File: config.mk
export PLATFORM = sky130hd
export DESIGN_NAME = imem_loader_flat
export DESIGN_NICKNAME = d
export VERILOG_FILES = /design/src/rtl/imem_loader_pkg.sv /design/src/rtl/imem_loader_if.sv /design/src/rtl/imem_loader_csum.sv /design/src/rtl/imem_loader.sv /design/src/flat_wrapper.sv
export SDC_FILE = /design/constraint.sdc
export NUM_CORES = 1
export LEC_CHECK = 0
export ABC_AREA = 1
export CAP_MARGIN = 20
export CORE_ASPECT_RATIO = 0.5
export CORE_MARGIN = 8
export CORE_UTILIZATION = 45
export DETAILED_ROUTE_END_ITERATION = 16
export GPL_TIMING_DRIVEN = 0
export PLACE_DENSITY = 0.72
export SLEW_MARGIN = 0
export SYNTH_ARGS = -nofsm -noshare
export SYNTH_HDL_FRONTEND = slang
export SYNTH_SLANG_ARGS = --single-unit
File: constraint.sdc
create_clock -name clk -period 1.6 [get_ports clk]
set_clock_uncertainty 0.15 [all_clocks]
set_input_delay 0.32 -clock clk [delete_from_list [all_inputs] [get_ports clk]]
set_output_delay 0.32 -clock clk [all_outputs]
set_load 0.1 [all_outputs]
File: src/rtl/imem_loader_pkg.sv
// rtl/imem_loader_pkg.sv - shared constants and state encoding for the instruction-memory loader
// Contents:
//   ADDR_W_DEFAULT  default instruction-memory address width (depth = 2**ADDR_W bytes)
//   SYNC_DEFAULT    default frame start byte
//   state_t, ST_*   loader FSM state encoding
//   is_sync()       frame-start byte test
package imem_loader_pkg;

  localparam int         ADDR_W_DEFAULT = 5;
  localparam logic [7:0] SYNC_DEFAULT   = 8'hA5;

  typedef logic [2:0] state_t;

  localparam state_t ST_HUNT    = 3'd0;
  localparam state_t ST_ADDR    = 3'd1;
  localparam state_t ST_LEN     = 3'd2;
  localparam state_t ST_DATA    = 3'd3;
  localparam state_t ST_CSUM    = 3'd4;
  localparam state_t ST_RELEASE = 3'd5;
  localparam state_t ST_RUN     = 3'd6;

  function automatic logic is_sync(input logic [7:0] b, input logic [7:0] sync);
    return b == sync;
  endfunction

endpackage

File: src/rtl/imem_loader_if.sv
// rtl/imem_loader_if.sv - byte stream in, instruction-memory write port and CPU control out
// Signals:
//   in_valid, in_data[7:0]   stream byte offered by the source
//   in_ready                 loader accepts a byte this cycle
//   mem_we, mem_addr, mem_wdata  instruction-memory write port
//   cpu_hold                 holds the processor in reset while loading
//   done                     one-cycle pulse on a successfully loaded frame
//   error                    sticky checksum failure flag
// Modports: master = stream source / memory side, slave = loader.
interface imem_loader_if
  import imem_loader_pkg::*;
#(
  parameter int ADDR_W = ADDR_W_DEFAULT
);

  logic              in_valid;
  logic [7:0]        in_data;
  logic              in_ready;
  logic              mem_we;
  logic [ADDR_W-1:0] mem_addr;
  logic [7:0]        mem_wdata;
  logic              cpu_hold;
  logic              done;
  logic              error;

  modport master (
    output in_valid, in_data,
    input  in_ready, mem_we, mem_addr, mem_wdata, cpu_hold, done, error
  );

  modport slave (
    input  in_valid, in_data,
    output in_ready, mem_we, mem_addr, mem_wdata, cpu_hold, done, error
  );

endinterface

File: src/rtl/imem_loader_csum.sv
// rtl/imem_loader_csum.sv - 8-bit running-sum accumulator for loader frames
// Ports:
//   clk, rst     clock, asynchronous active-high reset
//   clear        restart the sum (frame start)
//   add          add data into the sum this cycle
//   data[7:0]    byte being added or checked
//   ok           sum + data == 0 mod 256 (data is the candidate check byte)
module imem_loader_csum
  import imem_loader_pkg::*;
(
  input  logic       clk,
  input  logic       rst,
  input  logic       clear,
  input  logic       add,
  input  logic [7:0] data,
  output logic       ok
);

  logic [7:0] sum;
  logic [7:0] total;

  always_ff @(posedge clk or posedge rst) begin
    if (rst) begin
      sum <= 8'h00;
    end else if (clear) begin
      sum <= 8'h00;
    end else if (add) begin
      sum <= sum + data;
    end
  end

  assign total = sum + data;
  assign ok    = (total == 8'h00);

endmodule

File: src/rtl/imem_loader.sv
// rtl/imem_loader.sv - framed byte-stream loader writing the processor's instruction memory
// Frame: SYNC, ADDR, LEN, LEN payload bytes [, CSUM when IMEM_LOADER_CHECKSUM_EN is defined]
// Optional feature macro: IMEM_LOADER_CHECKSUM_EN (checksum byte, CSUM state, functional error)
// Ports:
//   clk   system clock, rising edge
//   rst   asynchronous active-high reset
//   bus   imem_loader_if.slave: stream input, memory write port, cpu_hold/done/error
module imem_loader
  import imem_loader_pkg::*;
#(
  parameter int         ADDR_W = ADDR_W_DEFAULT,
  parameter logic [7:0] SYNC   = SYNC_DEFAULT
)(
  input  logic          clk,
  input  logic          rst,
  imem_loader_if.slave  bus
);

  state_t            state;
  state_t            state_nxt;
  logic [ADDR_W-1:0] ptr;
  logic [7:0]        cnt;

  logic              in_ready_q;
  logic              mem_we_q;
  logic [ADDR_W-1:0] mem_addr_q;
  logic [7:0]        mem_wdata_q;
  logic              cpu_hold_q;
  logic              done_q;

  logic              accept;
  logic              frame_start;

  assign accept = bus.in_valid && in_ready_q;

  // SYNC only opens a frame when the loader is idle (HUNT) or the CPU runs
  // (RUN); inside a frame the same byte value is ordinary data.
  assign frame_start = accept && is_sync(bus.in_data, SYNC) &&
                       ((state == ST_HUNT) || (state == ST_RUN));

`ifdef IMEM_LOADER_CHECKSUM_EN
  localparam state_t ST_AFTER = ST_CSUM;

  logic csum_add;
  logic csum_ok;
  logic error_q;

  assign csum_add = accept &&
                    ((state == ST_ADDR) || (state == ST_LEN) || (state == ST_DATA));

  imem_loader_csum u_csum (
    .clk   (clk),
    .rst   (rst),
    .clear (frame_start),
    .add   (csum_add),
    .data  (bus.in_data),
    .ok    (csum_ok)
  );

  // Sticky until the next frame start; payload already written stays in memory.
  always_ff @(posedge clk or posedge rst) begin
    if (rst) begin
      error_q <= 1'b0;
    end else if (frame_start) begin
      error_q <= 1'b0;
    end else if ((state == ST_CSUM) && accept && !csum_ok) begin
      error_q <= 1'b1;
    end
  end

  assign bus.error = error_q;
`else
  localparam state_t ST_AFTER = ST_RELEASE;

  assign bus.error = 1'b0;
`endif

  always_comb begin
    state_nxt = state;
    case (state)
      ST_HUNT, ST_RUN: begin
        if (frame_start) state_nxt = ST_ADDR;
      end
      ST_ADDR: begin
        if (accept) state_nxt = ST_LEN;
      end
      ST_LEN: begin
        if (accept) state_nxt = (bus.in_data != 8'd0) ? ST_DATA : ST_AFTER;
      end
      ST_DATA: begin
        if (accept && (cnt == 8'd1)) state_nxt = ST_AFTER;
      end
`ifdef IMEM_LOADER_CHECKSUM_EN
      ST_CSUM: begin
        if (accept) state_nxt = csum_ok ? ST_RELEASE : ST_HUNT;
      end
`endif
      ST_RELEASE: begin
        state_nxt = ST_RUN;
      end
      default: begin
        state_nxt = ST_HUNT;
      end
    endcase
  end

  always_ff @(posedge clk or posedge rst) begin
    if (rst) begin
      state       <= ST_HUNT;
      ptr         <= '0;
      cnt         <= 8'd0;
      in_ready_q  <= 1'b0;
      mem_we_q    <= 1'b0;
      mem_addr_q  <= '0;
      mem_wdata_q <= 8'd0;
      cpu_hold_q  <= 1'b1;
      done_q      <= 1'b0;
    end else begin
      state <= state_nxt;

      // Outputs are registered, so they are derived from the next state:
      // the RELEASE cycle is the only one with ready low, and done and the
      // CPU release land in that same cycle.
      in_ready_q <= (state_nxt != ST_RELEASE);
      done_q     <= (state_nxt == ST_RELEASE);
      mem_we_q   <= 1'b0;

      if (state_nxt == ST_RELEASE) begin
        cpu_hold_q <= 1'b0;
      end else if (frame_start) begin
        cpu_hold_q <= 1'b1;
      end

      if (accept) begin
        case (state)
          ST_ADDR: begin
            ptr <= ADDR_W'(bus.in_data);
          end
          ST_LEN: begin
            cnt <= bus.in_data;
          end
          ST_DATA: begin
            mem_we_q    <= 1'b1;
            mem_addr_q  <= ptr;
            mem_wdata_q <= bus.in_data;
            ptr         <= ptr + ADDR_W'(1);
            cnt         <= cnt - 8'd1;
          end
          default: begin
          end
        endcase
      end
    end
  end

  assign bus.in_ready  = in_ready_q;
  assign bus.mem_we    = mem_we_q;
  assign bus.mem_addr  = mem_addr_q;
  assign bus.mem_wdata = mem_wdata_q;
  assign bus.cpu_hold  = cpu_hold_q;
  assign bus.done      = done_q;

endmodule

File: src/flat_wrapper.sv
// flat-port wrapper written by rule: the top's interface ports become plain ports
module imem_loader_flat import imem_loader_pkg::*;
#(
  parameter int         ADDR_W = ADDR_W_DEFAULT,
  parameter logic [7:0] SYNC   = SYNC_DEFAULT
)
  (clk, rst, bus_in_valid, bus_in_data, bus_in_ready, bus_mem_we, bus_mem_addr, bus_mem_wdata, bus_cpu_hold, bus_done, bus_error);
  imem_loader_if #(.ADDR_W(ADDR_W)) bus_i ();
  input  logic clk;
  input  logic rst;
  input wire logic [$bits(bus_i.in_valid)-1:0] bus_in_valid;
  input wire logic [$bits(bus_i.in_data)-1:0] bus_in_data;
  output wire logic [$bits(bus_i.in_ready)-1:0] bus_in_ready;
  output wire logic [$bits(bus_i.mem_we)-1:0] bus_mem_we;
  output wire logic [$bits(bus_i.mem_addr)-1:0] bus_mem_addr;
  output wire logic [$bits(bus_i.mem_wdata)-1:0] bus_mem_wdata;
  output wire logic [$bits(bus_i.cpu_hold)-1:0] bus_cpu_hold;
  output wire logic [$bits(bus_i.done)-1:0] bus_done;
  output wire logic [$bits(bus_i.error)-1:0] bus_error;
  assign bus_i.in_valid = bus_in_valid;
  assign bus_i.in_data = bus_in_data;
  assign bus_in_ready = bus_i.in_ready;
  assign bus_mem_we = bus_i.mem_we;
  assign bus_mem_addr = bus_i.mem_addr;
  assign bus_mem_wdata = bus_i.mem_wdata;
  assign bus_cpu_hold = bus_i.cpu_hold;
  assign bus_done = bus_i.done;
  assign bus_error = bus_i.error;
  imem_loader #(.ADDR_W(ADDR_W), .SYNC(SYNC)) u_core (.clk(clk), .rst(rst), .bus(bus_i));
endmodule
==> results.ini <==
[status]
status=complete, no violations

[power]
pwr_density_cell_nw_per_um2=2200
p_leak_uw=0.00110
peakVddDrop_v=0.000529
finalPower_uw=4840

[sta]
tightest_slew_ns=0.795
final.period_utilization=0.985
max_freq_mhz=635
slew_headroom=0.470
setup-violations-final=0
hold_ws_ns=0.328
hold_violations=0
drv_slew=0
rsz0062_at_grt=false
timing.final.crit_period_ns=1.58

[worst_setup_path]
crit_fanout=2
slowest_stage=dfstp_2
reg2reg_from=u_core.state[2]
cp_data_required_time_ns=1.13
path_cells=buf_4
startpoint_type=flip-flop
r2r_cells=9
worstPathArrival_ns=1.11
worstSetupEndpoint=bus_cpu_hold
worstReg2RegEnd=u_core.cnt[6]
startpoint=u_core.bus.cpu_hold
endpoint_kind=output pin
critPathTopFamily=flip-flops
critical_path_buf_inv_count=1
r2r_slack_ns=0.08
worstSetupPathType=reg -> out
cp_slowest_stage_delay_ns=0.53
crit_cells=1

[finish]
num-nets-final=269
area_delta_synth_final_pct=24.0
layout_common_cells=nand2_1 (60), dfrtp_1 (31), nor2_1 (22), inv_1 (20), buf_2 (16)
final_common_cell=nand2_1
final_cells=310
diodes=0
fin_util=0.573
post_route_cells_drive_above_1_share=0.246

[placement]
dp_cells=299
io_buffers=27
dp_hpwl_um=3150
gp_congestion=0.829

[floorplan]
dieArea_um2=6330
fp.dieW_um=105
pin_count=29
core_area_um2=3840
rows=16
die_h_um=60.4
start_util=0.462

[clocking]
numClockSinks=33
clkLatencyLatePin_ns=0.29
cts_tree=yes
clk_pin_slew_ns=0.07
h-tree-depth=2
cts.path.max_buffers=2
root_buffer=clkbuf_8
hold_buffers=0
numCtsBuffers=5

[drt]
vias=1556
routedWlPerCell_um=13.5
drt_iter0_drc=78
first_pass_iters=4
wl_um=4190
drcViolationCount=0
viasPerCell=5.02
ant_nets=0

[synth]
seq_area_frac_synth=0.466
synth-seq-cells=33
syn-num-nets=231
yosysUniqueCellTypes=32
avgSynthCellArea_um2=8.18
synth_cells=217
synth_area_leader_cell=dfrtp_1
ys.warnings.count=0
synth_area_leaders=dfrtp_1 (45%), nand2_1 (13%), nor2_1 (5.1%)
synth_top_area_share=0.451
synth_area_um2=1780

[grt]
gr-usage-all-layers=0.137
grt_start_max_net_pins=20
overflow=0
grt_pass1_vias=1484
antenna_found_initial=0
grt_pass1_wl_um=6860

[min_path]
worstHoldPathType=in -> async

[job]
maxCapViolCount=0

## worst min-delay path by stage
| stage | slack, ns | from | depth (start not counted) | endpoint |
|---|---|---|---|---|
| floorplan | 0.29 | bus_in_data[0] | 2 | u_core.bus.mem_wdata[0] |
| global placement | 0.31 | u_core.bus.mem_wdata[0] | 2 | u_core.bus.mem_wdata[0] |
| detailed placement | 0.32 | u_core.bus.mem_wdata[4] | 2 | u_core.bus.mem_wdata[4] |
| CTS | 0.33 | u_core.bus.mem_wdata[4] | 2 | u_core.bus.mem_wdata[4] |
| global route | 0.35 | u_core.bus.mem_wdata[0] | 2 | u_core.bus.mem_wdata[0] |
| finish | 0.33 | rst | 2 | u_core.bus.mem_wdata[5] |
## final cells by class
type                            count  area, um2
Buffer                              5       46.3
Clock buffer                        6       72.6
Clock inverter                      2       10.0
Fill cell                         361       1640
Inverter                           26        100
Multi-Input combinational cell    153        832
Sequential cell                    33        831
Tap cell                           54       67.6
Timing Repair Buffer               31        243
## Yosys cell counts, drive strengths merged
master and number:
a21oi 8, a31oi 6, buf 5, conb 1
dfrtp 32, dfstp 1, ha 3, inv 26
nand2 67, nand3 10, nand3b 1, nor2 27
nor3 2, o2111ai 1, o211ai 2, o21ai 22
or2 1, xnor2 2
## flip-flops by register name (all words and copies together) (netlist names)
signal	flops
u_core.state	3
u_core.bus.mem_we	1
u_core.ptr	5
u_core.bus.mem_wdata	8
u_core.bus.cpu_hold	1
u_core.bus.mem_addr	5
u_core.bus.done	1
u_core.bus.in_ready	1
u_core.cnt	8
## what timing repair did
item	4_1_cts	5_1_grt
setup endpoints to repair	23	16
pin swaps	0	2
resized for setup	89	8
buffers inserted	1	2
## metal layers
metal,track usage,vias up,wire length [um],share of wire
met4,0.0743,0,72,0.017
met3,0.0456,7,276,0.066
met2,0.216,44,1920,0.46
met1,0.166,747,1910,0.46
met5,0,-,0,0
li1,-,758,-,-
## report_power, final
part / internal [uW] / total, uW / switching (uW)
Combinational: 662 / 2760 / 2100
Sequential: 1190 / 1460 / 278
Clock: 302 / 623 / 321
## stage by stage
| step | setup TNS, ns | instance area (um2) | setup slack [ns] |
|---|---|---|---|
| after floorplan | 0 | 1790 | 0.0239 |
| after global placement | -23.77 | 2130 | -0.535 |
| after detailed placement | -12.66 | 2150 | -0.507 |
| after CTS | 0 | 2170 | 0.00958 |
| after global routing | 0 | 2200 | 0.00132 |
| final | 0 | 2200 | 0.0248 |
## kinds of logic after synthesis
kind of cell	after synthesis	synth area share
AND/OR/NAND/NOR	108	0.288
XOR/XNOR	2	0.00987
flip-flops	33	0.466
other	1	0.00211
adder cells (fa/ha/maj)	3	0.0211
buffers and inverters	31	0.0825
AO/OA/AOI/OAI	39	0.130
Power figures use the tool's default switching activity.
